[src/rtl/sub_pkg.sv]
`default_nettype none
// sub_pkg: shared constants and FSM encoding for the bit-serial subtractor.
// Rev 1.0
package sub_pkg;

  localparam int DEFAULT_WIDTH = 4;

  typedef enum logic [1:0] {
    IDLE  = 2'd0,
    SHIFT = 2'd1,
    DONE  = 2'd2
  } state_t;

endpackage
`default_nettype wire

[src/rtl/serial_sub_if.sv]
`default_nettype none
// serial_sub_if: request/result bundle of serial_sub; bout present only with SUB_BORROW_EN.
// Rev 1.0
interface serial_sub_if #(
  parameter int WIDTH = sub_pkg::DEFAULT_WIDTH
);
  logic             start;
  logic [WIDTH-1:0] a;
  logic [WIDTH-1:0] b;
  logic             busy;
  logic             done;
  logic [WIDTH-1:0] q;
`ifdef SUB_BORROW_EN
  logic             bout;
`endif

  modport master (
    output start, a, b,
`ifdef SUB_BORROW_EN
    input  bout,
`endif
    input  busy, done, q
  );

  modport slave (
    input  start, a, b,
`ifdef SUB_BORROW_EN
    output bout,
`endif
    output busy, done, q
  );
endinterface
`default_nettype wire

[src/rtl/fullsub.sv]
`default_nettype none
// fullsub: combinational one-bit full subtractor, D = A - B - BIN.
// Rev 1.0
module fullsub (
  input  logic A,
  input  logic B,
  input  logic BIN,
  output logic D,
  output logic BOUT
);
  assign D    = A ^ B ^ BIN;
  assign BOUT = (~A & B) | (~(A ^ B) & BIN);
endmodule
`default_nettype wire

[src/rtl/serial_sub.sv]
`default_nettype none
// serial_sub: LSB-first bit-serial a - b, one bit per clock; SUB_BORROW_EN adds bout.
// Rev 1.0
module serial_sub
  import sub_pkg::*;
#(
  parameter int WIDTH = DEFAULT_WIDTH
) (
  input  logic        clk,
  input  logic        rst,
  serial_sub_if.slave bus
);
  localparam int CNT_W = (WIDTH > 2) ? $clog2(WIDTH) : 1;
  localparam logic [CNT_W-1:0] LAST_CNT = CNT_W'(WIDTH - 1);

  state_t           state;
  state_t           state_next;
  logic [WIDTH-1:0] ar;
  logic [WIDTH-1:0] br;
  logic [WIDTH-1:0] work;
  logic [WIDTH-1:0] work_next;
  logic [WIDTH-1:0] q_r;
  logic [CNT_W-1:0] cnt;
  logic             borrow;
  logic             diff;
  logic             borrow_next;
  logic             last_bit;

  fullsub u_fullsub (
    .A    (ar[0]),
    .B    (br[0]),
    .BIN  (borrow),
    .D    (diff),
    .BOUT (borrow_next)
  );

  // The final bit is folded in on the same edge that loads q.
  assign work_next = {diff, work[WIDTH-1:1]};
  assign last_bit  = (cnt == LAST_CNT);

  always_ff @(posedge clk or posedge rst) begin
    if (rst) state <= IDLE;
    else     state <= state_next;
  end

  always_comb begin
    state_next = state;
    case (state)
      IDLE:    if (bus.start) state_next = SHIFT;
      SHIFT:   if (last_bit)  state_next = DONE;
      DONE:    state_next = IDLE;
      default: state_next = IDLE;
    endcase
  end

  always_ff @(posedge clk or posedge rst) begin
    if (rst) begin
      ar     <= '0;
      br     <= '0;
      work   <= '0;
      q_r    <= '0;
      cnt    <= '0;
      borrow <= 1'b0;
    end else begin
      case (state)
        IDLE: begin
          if (bus.start) begin
            ar     <= bus.a;
            br     <= bus.b;
            cnt    <= '0;
            borrow <= 1'b0;
          end
        end
        SHIFT: begin
          work   <= work_next;
          ar     <= ar >> 1;
          br     <= br >> 1;
          borrow <= borrow_next;
          cnt    <= cnt + CNT_W'(1);
          if (last_bit) q_r <= work_next;
        end
        default: ;
      endcase
    end
  end

`ifdef SUB_BORROW_EN
  logic bout_r;

  always_ff @(posedge clk or posedge rst) begin
    if (rst)                            bout_r <= 1'b0;
    else if (state == SHIFT && last_bit) bout_r <= borrow_next;
  end

  assign bus.bout = bout_r;
`endif

  assign bus.busy = (state != IDLE);
  assign bus.done = (state == DONE);
  assign bus.q    = q_r;
endmodule
`default_nettype wire
[src/flat_wrapper.sv]
// flat-port wrapper written by rule: the top's interface ports become plain ports
module serial_sub_flat import sub_pkg::*;
#(
  parameter int WIDTH = DEFAULT_WIDTH
)
  (clk, rst, bus_start, bus_a, bus_b, bus_busy, bus_done, bus_q);
  serial_sub_if #(.WIDTH(WIDTH)) bus_i ();
  input  logic clk;
  input  logic rst;
  input wire logic [$bits(bus_i.start)-1:0] bus_start;
  input wire logic [$bits(bus_i.a)-1:0] bus_a;
  input wire logic [$bits(bus_i.b)-1:0] bus_b;
  output wire logic [$bits(bus_i.busy)-1:0] bus_busy;
  output wire logic [$bits(bus_i.done)-1:0] bus_done;
  output wire logic [$bits(bus_i.q)-1:0] bus_q;
  assign bus_i.start = bus_start;
  assign bus_i.a = bus_a;
  assign bus_i.b = bus_b;
  assign bus_busy = bus_i.busy;
  assign bus_done = bus_i.done;
  assign bus_q = bus_i.q;
  serial_sub #(.WIDTH(WIDTH)) u_core (.clk(clk), .rst(rst), .bus(bus_i));
endmodule
[config.mk]
export PLATFORM = sky130hd
export DESIGN_NAME = serial_sub_flat
export DESIGN_NICKNAME = d
export VERILOG_FILES = /design/src/rtl/sub_pkg.sv /design/src/rtl/serial_sub_if.sv /design/src/rtl/fullsub.sv /design/src/rtl/serial_sub.sv /design/src/flat_wrapper.sv
export SDC_FILE = /design/constraint.sdc
export NUM_CORES = 1
export LEC_CHECK = 0
export CORE_MARGIN = 2
export CORE_UTILIZATION = 53
export CTS_BUF_LIST = sky130_fd_sc_hd__clkbuf_4 sky130_fd_sc_hd__clkbuf_8
export DETAILED_ROUTE_END_ITERATION = 10
export PLACE_DENSITY = 0.8
export SYNTH_ARGS = -nofsm -noshare
export SYNTH_HDL_FRONTEND = slang
export SYNTH_SLANG_ARGS = --single-unit
export TNS_END_PERCENT = 5
[constraint.sdc]
create_clock -name clk -period 1.45 [get_ports clk]
set_input_delay 0.2175 -clock clk [delete_from_list [all_inputs] [get_ports clk]]
set_output_delay 0.2175 -clock clk [all_outputs]
set_load 0.02 [all_outputs]
==> results of run 1 <==
[critical path: cells and delay by family, from the launching register on]
family / cells / cell delay, ns
buffers and inverters: 1 / 0.27
flip-flops: 1 / 0.46
AND/OR/NAND/NOR: 1 / 0.12
[timing repair]
action,4_1_cts,5_1_grt
setup buffers,0,0
gates resized for setup,11,2
hold endpoints to repair,0,0
endpoints found under the setup margin,6,1
[power by group]
group / switching (mW) / internal [mW] / total (mW)
logic: 0.628 / 0.666 / 1.29
clock network: 0.180 / 0.280 / 0.460
registers: 0.156 / 0.833 / 0.989
total: 0.964 / 1.78 / 2.74
[cells by family (layout without fill, tap and decap cells)]
group	count (synthesis)	count (layout)	synth area share, %
AOI/OAI and AO/OA	12	12	13.6
adders and majority gates	2	2	3.31
buffers and inverters	17	38	9.16
DFF	20	20	50.9
muxes	8	8	9.67
and+or+nand+nor	16	16	13.4
[cells in the final DEF, fill, tap and decap left out]
| cell | n |
|---|---|
| dfrtp_1 | 19 |
| inv_1 | 11 |
| clkdlybuf4s50_1 | 10 |
| buf_4 | 7 |
| nor2_1 | 4 |
| nor4b_1 | 4 |
| dlygate4sd2_1 | 4 |
| mux2_1 | 3 |
| clkbuf_4 | 3 |
| a32o_1 | 2 |
| nor4b_2 | 2 |
| a221oi_2 | 2 |
| mux2i_1 | 2 |
| a221oi_1 | 2 |
| nor2b_1 | 2 |
| a22o_1 | 2 |
| mux2_4 | 2 |
| nor3b_1 | 2 |
| a211oi_2 | 2 |
| nand3b_4 | 1 |
| nor2_2 | 1 |
| o21bai_4 | 1 |
| mux2_2 | 1 |
| a21oi_1 | 1 |
| fa_1 | 1 |
| ha_1 | 1 |
| bufinv_16 | 1 |
| buf_2 | 1 |
| clkdlybuf4s15_2 | 1 |
| dfrtp_2 | 1 |
[worst max-delay path by stage]
stage / endpoint / startpoint / slack (ns)
floorplan: bus_done / u_core.state[0] / 0.25
global placement: u_core.cnt[0] / bus_start / 0.002
detailed placement: u_core.ar[1] / bus_start / -0.05
CTS: bus_busy / u_core.state[0] / 0.03
global route: bus_done / u_core.state[1] / 0.01
finish: bus_done / u_core.state[0] / 0.07
[registers in the layout, indices dropped and copies added, names as in the netlist]
register / cells
u_core.bus.q: 4
u_core.state: 2
u_core.br: 4
u_core.ar: 4
u_core.cnt: 2
u_core.work: 3
u_core.borrow: 1
[layout make-up]
cell class	instances	share of cell area (%)
Tap cell	25	2.55
Timing Repair Buffer	23	16.6
Multi-Input combinational cell	38	32.2
Inverter	11	3.37
Clock inverter	1	2.45
Clock buffer	3	1.84
Sequential cell	20	40.9
[stage by stage]
stage	TNS, ns	std cells
6_report	0	121
4_1_cts	0	121
3_3_place_gp	0	117
2_1_floorplan	0	75
3_5_place_dp	-0.120	117
5_1_grt	0	121
[routing by layer]
layer / vias up / part of all wire (%)
met5: - / 0
met4: 0 / 3.4
met3: 6 / 4.0
met2: 20 / 48
met1: 315 / 44
li1: 307 / -
==> metrics.yaml, run 1 <==
dr.pass1.iters: 4
layout_setup_ws_ns: 0.0697
track_usage_pct: 18.8
r2r_cells: 4
die_x_um: 47.1
synth_common_cells: "dfrtp_1 (20), inv_1 (11), nor2_1 (5), nor4b_1 (4)"
wl_per_cell_um: 13.3
timing.final.crit_share_pct: 95.2
synth_top_cell_by_area: "dfrtp_1"
cpMaxStageDelayCell: "dfrtp_2"
row_count: 15
cts-buffers-inserted: 3
hold_violations: 0
via_count: 648
synth-seq-cells: 20
cts_tree: "done"
gr-max-usage-layer: "met2"
rsz0062_at_grt: "no"
fin_crit_ns: 1.38
clk_path_buf_depth: 2
relSlewSlack_pct: 75.3
gr-usage-met2_pct: 31.2
layout-drive-gt1-share_pct: 27.1
cp.required_ns: 1.23
maxCapViolCount: 0
synth.yosys.seq_area_share_pct: 50.9
grt-ovfl-total: 0
clock_skew_ns: 0.0148
reg2reg_to: "u_core.work[1]"
whs_ns: 0.213
nNetsFinal: 110
critical_path_class: "register to output pin"
report.final.slew_viol_count: 0
clk_latency_ns: 0.31
grt_pass1_vias: 674
synth.avg_cell_area_um2: 13.1
worst-path-max-fanout: 5
cts-root-buf: "clkbuf_4"
clock_sinks: 20
viasPerCell: 5.36
multi_input_area_um2: 395
synth_edf_count: 0
cellLeakagePower_nw: 0.568
coreArea_um2: 1730
power_density_nw_per_um2: 2240
max_stage_delay_ns: 0.46
synthArstFlopShare_pct: 100
synth_area_um2: 983
cp-end-kind: "output pin"
portBuffers: 16
die_y_um: 47.1
synth_most_common_cell: "dfrtp_1"
tightest_slew_ns: 0.366
drt_iter0_drc: 12
reg2reg_from: "u_core.state[0]"
dieArea_um2: 2220
yosys-top-cells-area: "dfrtp_1 (51%), inv_1 (4.2%), nor4b_1 (3.6%)"
n_antenna_cell: 0
ys.flop_type: "dfrtp_1"
power_mw: 2.74
yosys_warnings: 0
ff2ff_setup_slack_ns: 0.12
synth_cells: 75
status: "complete, no violations"
wirelength_um: 1600
drcViolationCount: 0
path_clk_slew_ns: 0.12
area_growth_syn_to_layout_pct: 24.7
ant_nets: 0
grt_max_degree: 21
synth_top_area_share_pct: 50.9
dpl_cell_area_um2: 1180
initial_utilization_pct: 57.0
synth_cell_types: 23
startpoint_type: "register"
htreeDepth: 1
nFillCells: 136
seq_area_um2: 502
worst_ep_arrival_time_ns: 1.16
min_path_type: "input pin to async pin"
grtUsageMet3_pct: 3.85
gp_congestion: 0.808
hpwlAfterDp_um: 1180
finalCoreUtilization_pct: 71.0
pin_count: 17
met1_usage_pct: 22.4
synth_nets: 88
final_area_um2: 1230
dp_slack_ns: -0.0456
cp_cell_sequence: "nor2b_1, clkdlybuf4s15_2"
antenna_found_initial: 0
peakVddDrop_uv: 1230
grt_pass1_wl_um: 2840
max_freq_mhz: 724
setup_viol: 0
cts.hold.buffers_added: 0
Note: power is estimated with default switching activity, not from simulation.
==> run 2: changes to the inputs <==
--- a/config.mk
+++ b/config.mk
@@ -5,11 +5,13 @@
 export SDC_FILE = /design/constraint.sdc
 export NUM_CORES = 1
 export LEC_CHECK = 0
+export CAP_MARGIN = 20
 export CORE_MARGIN = 2
 export CORE_UTILIZATION = 53
 export CTS_BUF_LIST = sky130_fd_sc_hd__clkbuf_4 sky130_fd_sc_hd__clkbuf_8
 export DETAILED_ROUTE_END_ITERATION = 10
 export PLACE_DENSITY = 0.8
+export SKIP_LAST_GASP = 1
 export SYNTH_ARGS = -nofsm -noshare
 export SYNTH_HDL_FRONTEND = slang
 export SYNTH_SLANG_ARGS = --single-unit
==> metrics.yaml, run 2 (synthesis gave the netlist of run 1 again) <==
layout-drive-gt1-share_pct: 24.0  # -3.1 points
power_density_nw_per_um2: 2250  # +0.45%
via_count: 640  # -1.2%
layout_setup_ws_ns: -0.0271  # -0.0968 ns
cts-buffers-inserted: 3  # unchanged
final_area_um2: 1230  # +0.51%
failed_checks: "setup timing"
cp_cell_sequence: "nor2_2, inv_1, dlygate4sd2_1"
dp.cells: 117  # unchanged
final_common_cell: "dfrtp_1"
p_clk_share_pct: 16.6  # -0.2 points
min_path_type: "input pin to async pin"
maxCapViolCount: 0  # unchanged
die_x_um: 47.1  # unchanged
clk_path_buf_depth: 2  # unchanged
portBuffers: 16  # unchanged
cpMaxStageDelayCell: "dfrtp_1"
cellLeakagePower_nw: 0.579  # +1.9%
timing.final.crit_share_pct: 102  # +6.7 points
dpl_cell_area_um2: 1180  # unchanged
combPwrFrac_pct: 47.7  # +0.5 points
hpwlAfterDp_um: 1180  # unchanged
drcViolationCount: 0  # unchanged
setup_viol: 4  # +4
coreArea_um2: 1730  # unchanged
clock_sinks: 20  # unchanged
relSlewSlack_pct: 75.1  # -0.15 points
grt_pass1_vias: 674  # unchanged
dr.pass1.iters: 4  # unchanged
swShare_pct: 34.8  # -0.33 points
wl_per_cell_um: 13.4  # +0.87%
startpoint_type: "register"
ant_nets: 0  # unchanged
gp_congestion: 0.808  # unchanged
n_antenna_cell: 0  # unchanged
row_count: 15  # unchanged
finalCoreUtilization_pct: 71.4  # +0.36 points
nNetsFinal: 110  # unchanged
grt_pass1_wl_um: 2840  # unchanged
viasPerCell: 5.29  # -1.2%
max_freq_mhz: 677  # -6.6%
rsz0062_at_grt: "yes"
p_seq_share_pct: 35.7  # -0.4 points
cts-root-buf: "clkbuf_4"
track_usage_pct: 18.8  # unchanged
dieArea_um2: 2220  # unchanged
wirelength_um: 1620  # +0.87%
antenna_found_initial: 0  # unchanged
cp.required_ns: 1.23  # about the same
hold_violations: 0  # unchanged
peakVddDrop_uv: 1240  # +0.43%
clk_latency_ns: 0.31  # about the same
htreeDepth: 1  # unchanged
path_clk_slew_ns: 0.12  # about the same
critPathTopFamily: "flip-flops"
max_stage_delay_ns: 0.46  # about the same
intPower_mw: 1.80  # +1.5%
initial_utilization_pct: 57.0  # unchanged
pin_count: 17  # unchanged
grt_max_degree: 21  # unchanged
tightest_slew_ns: 0.368  # +0.00216 ns
status: "finished with violations"
cts_tree: "done"
critPathBufInv: 2  # +1
report.final.slew_viol_count: 0  # unchanged
final_cell_mix: "dfrtp_1 (20), clkdlybuf4s50_1 (12), inv_1 (11)"
area_growth_syn_to_layout_pct: 25.3
die_y_um: 47.1  # unchanged
cp-end-kind: "output pin"
cts.hold.buffers_added: 0  # unchanged
drt_iter0_drc: 6  # -6
worst-path-max-fanout: 5  # unchanged
critical_path_class: "register to output pin"
nFillCells: 135  # -0.74%
clock_skew_ns: 0.0135  # -0.00134 ns
fin_crit_ns: 1.48  # +0.0968 ns
worst_ep_arrival_time_ns: 1.26  # +0.10 ns
grt-ovfl-total: 0  # unchanged
stdcell_count: 121  # unchanged
p_sw_mw: 0.964  # about the same
==> run 2: changes by cell type in the layout (fill, tap and decap cells not counted), sizes merged <==
cell           change
dlygate4sd2        -1
clkdlybuf4s50      +2
buf                -1
clkdlybuf4s15      -1
dlymetal6s2s       +1
==> run 2: layer usage <==
metal / up-vias / track usage (%) / share of wire (%)
met5: - / 0 / 0
met4: 0 / 11.1 / 3.3
met3: 6 / 3.85 / 4.7
met2: 25 / 31.2 / 47
met1: 303 / 22.4 / 45
li1: 306 / - / -
==> run 2: area by class of cell <==
class,instances,area [um2],area share (%)
clock buffers,3,22.5,1.83
clock inverters,1,30.0,2.44
inverters,11,41.3,3.35
multi-input cells,38,395,32.1
flip-flops and latches,20,500,40.6
well taps,25,31.3,2.54
repair buffers,23,211,17.2
==> run 2: final timing paths <==
path | depth (start not counted) | endpoint | slack, ns | start
min | 3 | u_core.cnt[1] | 0.22 | rst
min reg2reg | 1 | u_core.bus.q[0] | 0.50 | u_core.bus.q[0]
max reg2reg | 4 | u_core.work[2] | 0.06 | u_core.state[0]
max in group asynchronous | 3 | u_core.bus.q[2] | 1.02 | rst
max | 3 | bus_busy | -0.03 | u_core.state[0]
min in group clk | 1 | u_core.bus.q[0] | 0.50 | u_core.bus.q[0]
==> run 2: power by group through the flow <==
stage	Sequential [mW]	Clock (mW)	Combinational, mW
5_1_grt	1.02	0.489	1.46
3_3_place_gp	0.989	0	1.32
6_report	0.989	0.458	1.32
3_5_place_dp	1.00	0	1.37
4_1_cts	0.992	0.465	1.35
2_1_floorplan	1.03	0	0.980
==> run 2: tightest hold or removal path, delay by kind of cell <==
kind | cells | cell delay [ns]
buffers and inverters | 3 | 0.71
==> run 2: timing repair <==
item                                    CTS  global route
setup buffers                             0             0
gates resized for setup                   4             1
endpoints found under the setup margin    6             6
cloned                                    0             0
hold endpoints to repair                  0             0
==> run 2: metrics by stage <==
stage	power (mW)	hold WS (ns)	worst slack [ns]	TNS [ns]
floorplan	2.01	0.181	0.251	0
global placement	2.31	0.473	0.00184	0
detailed placement	2.37	0.480	-0.0456	-0.120
CTS	2.81	0.223	-0.0455	-0.159
global route	2.98	0.250	-0.0897	-0.313
finish	2.77	0.216	-0.0271	-0.0688
